<file path="src/rtl/inst_fetch_sram_like.sv">
// Instruction-side sram-like fetch master: one outstanding single-word read,
// holds the fetched word with its PC until decode consumes it; flush-aware.
module inst_fetch_sram_like (
    input  logic        clk,
    input  logic        resetn,
    input  logic [31:0] req_pc,
    input  logic        req_valid,
    output logic        req_ready,
    input  logic        flush,
    output logic        inst_valid,
    input  logic        inst_ready,
    output logic [31:0] inst_pc,
    output logic [31:0] inst_rdata,
    output logic        inst_adel,
    output logic        inst_req,
    output logic        inst_wr,
    output logic [1:0]  inst_size,
    output logic [31:0] inst_addr,
    output logic [31:0] inst_wdata,
    input  logic        inst_addr_ok,
    input  logic        inst_data_ok,
    input  logic [31:0] inst_rdata_bus
);

    localparam logic [1:0] IDLE = 2'd0;
    localparam logic [1:0] ADDR = 2'd1;
    localparam logic [1:0] DATA = 2'd2;
    localparam logic [1:0] HOLD = 2'd3;

    logic [1:0] state;
    logic       cancel;
    logic       accept;
    logic       misaligned;

    assign req_ready  = ~flush & ((state == IDLE) | ((state == HOLD) & inst_ready));
    assign accept     = req_valid & req_ready;
    assign misaligned = |req_pc[1:0];

    assign inst_req   = (state == ADDR);
    assign inst_valid = (state == HOLD);
    assign inst_wr    = 1'b0;
    assign inst_size  = 2'b10;
    assign inst_wdata = '0;

    always_ff @(posedge clk or negedge resetn) begin
        if (!resetn) begin
            state      <= IDLE;
            cancel     <= 1'b0;
            inst_addr  <= '0;
            inst_pc    <= '0;
            inst_rdata <= '0;
            inst_adel  <= 1'b0;
        end else begin
            case (state)
                IDLE: state <= IDLE;
                // The request stays up until addr_ok even when flushed; the
                // response is then discarded through cancel.
                ADDR: begin
                    if (flush)
                        cancel <= 1'b1;
                    if (inst_addr_ok)
                        state <= DATA;
                end
                DATA: begin
                    if (inst_data_ok) begin
                        if (!cancel && !flush) begin
                            inst_rdata <= inst_rdata_bus;
                            inst_adel  <= 1'b0;
                            state      <= HOLD;
                        end else begin
                            state <= IDLE;
                        end
                        cancel <= 1'b0;
                    end else if (flush) begin
                        cancel <= 1'b1;
                    end
                end
                HOLD: begin
                    if (flush || inst_ready)
                        state <= IDLE;
                end
                default: state <= IDLE;
            endcase

            // Accept is only possible from IDLE or a consumed HOLD, so it
            // overrides the transition chosen above.
            if (accept) begin
                inst_pc <= req_pc;
                if (misaligned) begin
                    inst_rdata <= '0;
                    inst_adel  <= 1'b1;
                    state      <= HOLD;
                end else begin
                    inst_addr <= req_pc;
                    state     <= ADDR;
                end
            end
        end
    end

endmodule

</file>
<file path="config.mk">
export PLATFORM = sky130hd
export DESIGN_NAME = inst_fetch_sram_like
export DESIGN_NICKNAME = d
export VERILOG_FILES = /design/src/rtl/inst_fetch_sram_like.sv
export SDC_FILE = /design/constraint.sdc
export NUM_CORES = 1
export LEC_CHECK = 0
export BUFFER_PORTS_ARGS = -buffer_cell sky130_fd_sc_hd__buf_2
export CORE_MARGIN = 1.5
export CORE_UTILIZATION = 46
export DETAILED_ROUTE_END_ITERATION = 10
export PLACE_DENSITY = 0.8
export SLEW_MARGIN = 40
export SYNTH_ARGS = -nofsm -noshare
export SYNTH_HDL_FRONTEND = slang
export SYNTH_SLANG_ARGS = --single-unit
</file>
<file path="constraint.sdc">
create_clock -name clk -period 2.5 [get_ports clk]
set_input_delay 0.75 -clock clk [delete_from_list [all_inputs] [get_ports clk]]
set_output_delay 0.75 -clock clk [all_outputs]
set_load 0.1 [all_outputs]
</file>
* After elaboration in Yosys (flattened, before gate mapping)
Cells that the tools add are included.
Cells by class: eq/ne operators 6, multiplexer cells 20, bitwise operators 6, reduce and logical (&&, ||, !) cells 9
Operators with widths (count):
- two-way mux 32 bit | 5
- two-way mux 2 bit | 6
- case mux 2 bit (4 select lines) | 1
- two-way mux 1 bit | 7
- != test 3 x 1 -> 1 bit (second input constant) | 2
- == test 2 bit (second input constant) | 2
- bitwise AND 1 bit | 3
- != test 3 bit (second input constant) | 1
- AND reduction 3 bit | 1
- == test 2 x 1 -> 1 bit (second input constant) | 1
- zero test 1 bit | 2
- zero test 2 bit | 1
- NOT 1 bit | 2
- case mux 1 bit (2 select lines) | 1
- AND reduction 2 bit | 1
- nonzero test 2 bit | 1
- OR reduction 2 bit | 1
- logical AND 1 bit | 1
- logical OR 1 bit | 1
- OR 1 bit | 1
Word-level totals: register bits after elaboration 100

* Depth between registers and ports, before layout
word-level depth 7, mapped depth 8

* Worst setup path before layout
Ideal clock, no wire load.
path type register to output, from register state[0], to output req_ready, data arrival time 2.747 ns, required time 1.750 ns, slack -0.997 ns, stages on the path, launching flop included 4, path buffers 0, cells stage by stage dfrtp_1 > ha_1 > a21oi_1 > nor2_1
Between the ends: word-level cells in the longest chain between the ends 4, elaborated cells on any way between the ends 5
Ends and longest elaborated chain:
- from (decl) | line 30 | logic [1:0] state;
- from (signal assigned) | line 47 | state <= IDLE;
- from (signal assigned) | line 55 | IDLE: state <= IDLE;
- from (signal assigned) | line 62 | state <= DATA;
- == test 2 bit
- named net inst_valid | line 10 | output logic inst_valid,
- bitwise AND 1 bit | line 35 | assign req_ready = ~flush & ((state == IDLE) | ((state == HOLD) & inst_ready));
- OR 1 bit | line 35
- bitwise AND 1 bit | line 35
- to (decl) | line 8 | output logic req_ready,
The timed path passes the listed nets, and every way through them passes these cells.

* Final worst setup path
from register state[1], to output req_ready
Between the ends: word-level cells in the longest chain between the ends 4, elaborated cells on any way between the ends 5
Ends and longest elaborated chain (line):
- == test 2 bit | 35
- bitwise AND 1 bit | 35
- OR 1 bit * | 35
- bitwise AND 1 bit * | 35
Mark *: on every way between the ends. The rest lies on a longest branch, timed or not.

==> metrics.txt <==
Slew Viols, Final 0; Synthesis Warnings 0; die area 9670 µm²; RSZ-0062 raised after global routing no; vias in the first global route 3,093; Worst setup EP type primary output; CTS tree built; DR vias/cell 4.88; DR WL/cell 14.7 µm; PortBufs 170; Routed WL 9160 µm; worst rel slew slack 60.5%; R2R cell count 9; critical path startpoint category flop; DIE WIDTH 98.4 µm; worst skew pair latency 0.36 ns; most common cell after layout, fill and taps aside buf_2; met2 routed WL 4590 µm; initial DRC count 62; Setup TNS 0 ns; multi-input combinational cell area 1460 µm²; clock slew at reported path FFs 0.10 ns; R2R Path Start state[0]$_DFFE_PN0P_; largest net degree at the start of global routing 57; reg-to-reg slack, setup 0.30 ns; Sequential Area 2500 µm²; status finished, final reports clean; Root Buffer clkbuf_8; core area 8760 µm²; crit path kind reg -> out; wl on met1 3630 µm; max cap viols 0; Reg-to-Reg End inst_rdata[22]$_DFF_PN0_; Routed Antenna Nets 0; mapped cell area 4180 µm²; top sig layer met4; Slew @ Worst Pin 0.592 ns; post-CTS setup buffer count 0; most frequent cells in the layout 168 x buf_2, 99 x dfrtp_1, 65 x nand2_1, 61 x mux2_2, 35 x conb_1; clock buffer depth 2; Tot GR Track Use 19.2%; floorplan die height 98.4 µm; GR Overflow Total 0; antenna violations before repair 0; final worst-path cycle share 94.1%; cts hold-fix bufs 0; Hold WC Path Type in -> async; first-pass GRT wire length 14,900 µm; min cycle time layout 2.35 ns; total clock sinks 100; met3 routed WL 829 µm; HPWL after DPL 6820 µm; # nets final 586; synthesis-to-finish area growth 26.5%; CTS Buf Count 9; clock skew 0.0120 ns; sequential area share after synthesis 59.8%; library cells used by synthesis 26; DRC Markers 0; Hold Violations, Final 0; Seq cells post-synth 100; I/O Pins 206; site row count 34; FMAX 0.425 GHz; H-tree Lvls 3; Post-Syn Instances 339; FILL cells 728; critical path data arrival time 1.60 ns; Pre-antenna DRT Iters 4; via count 3,043; Syn Area/Cell 12.3 µm²; Max FO, Critical Path 3; Req. time, crit path 1.75 ns; layout cells sized above 1 51.0%; setup violators final 0; routability cong. 0.741; n_diodes 0; Initial Util 47.7%
==> layer usage <==
metal  track usage (%)  vias up
li1                  -     1401
met1              22.6     1485
met2              32.9      147
met3              8.16       10
met4              4.12        0
met5                 0        -
==> logic make-up after synthesis <==
kind of cell             share of synthesized area [%]
AO/OA/AOI/OAI                                     5.35
adder cells (fa/ha/maj)                           1.20
buffers and inverters                             8.79
flip-flops                                        59.8
multiplexers                                      16.9
other                                            0.180
AND/OR/NAND/NOR                                   7.72
==> timing repair <==
item                       4_1_cts  5_1_grt
pin swaps                        0        0
setup endpoints to repair        1        1
gates resized for setup          1        2
hold endpoints to repair         0        0
==> stage by stage <==
stage	utilization, %	setup WS (ns)	hold slack [ns]	cells	area (µm²)
5_1_grt	60.4	0.0412	0.397	624	5290
3_5_place_dp	57.7	0.0825	0.478	608	5050
6_report	60.4	0.149	0.388	624	5290
4_1_cts	60.3	0.0142	0.391	624	5290
2_1_floorplan	-	0.192	0.454	372	4330
3_3_place_gp	57.7	0.148	0.460	608	5050
==> flip-flops by register name, indices dropped and copies added, names as in the netlist <==
register,cells
inst_addr,32
inst_pc,32
inst_rdata,32
state,2
cancel,1
inst_adel,1
==> cells in the mapped netlist <==
master,instances,share of area (%)
o21a_1,1,0.18
buf_1,1,0.090
conb_1,2,0.18
nor3b_4,2,0.90
a211o_1,1,0.21
ha_1,4,1.2
nor2b_1,2,0.30
a21o_1,1,0.18
dfrtp_1,100,60
nor2_1,2,0.18
buf_2,6,0.72
mux2_1,1,0.27
mux2i_1,1,0.24
clkbuf_1,6,0.54
o21ai_0,1,0.12
a31oi_1,1,0.15
buf_6,3,0.81
o21ba_2,1,0.24
a221oi_1,1,0.21
nor3b_1,2,0.36
a21oi_1,34,4.1
and2_1,1,0.15
inv_1,4,0.36
nand2_1,65,5.8
buf_4,35,6.3
mux2_2,61,16
==> critical path: stages (launching register included) <==
cell and delay, ns:
dfrtp_1 0.42, inv_1 0.10, ha_1 0.20, a21oi_2 0.20, nor2_4 0.06, clkbuf_4 0.28
==> worst max path at each step <==
stage / from / end / slack [ns]
after floorplan: state[0]$_DFFE_PN0P_ / inst_addr[10]$_DFFE_PN0P_ / 0.19
after global placement: inst_ready / inst_rdata[4]$_DFF_PN0_ / 0.15
after detailed placement: inst_ready / inst_rdata[29]$_DFF_PN0_ / 0.08
after CTS: state[0]$_DFFE_PN0P_ / req_ready / 0.01
after global routing: state[0]$_DFFE_PN0P_ / req_ready / 0.04
final: state[1]$_DFFE_PN0P_ / req_ready / 0.15
==> final cells by class <==
cell class                      count  share of cell area [%]
Multi-Input combinational cell    217                    27.6
Timing Repair Buffer              179                    17.9
Clock inverter                      7                    1.99
Inverter                            4                   0.284
Sequential cell                   100                    47.3
Clock buffer                        9                    2.34
Tap cell                          108                    2.55
Power is not shown: default switching activity piles up to over one toggle a cycle in this logic, so the estimate is an artifact.
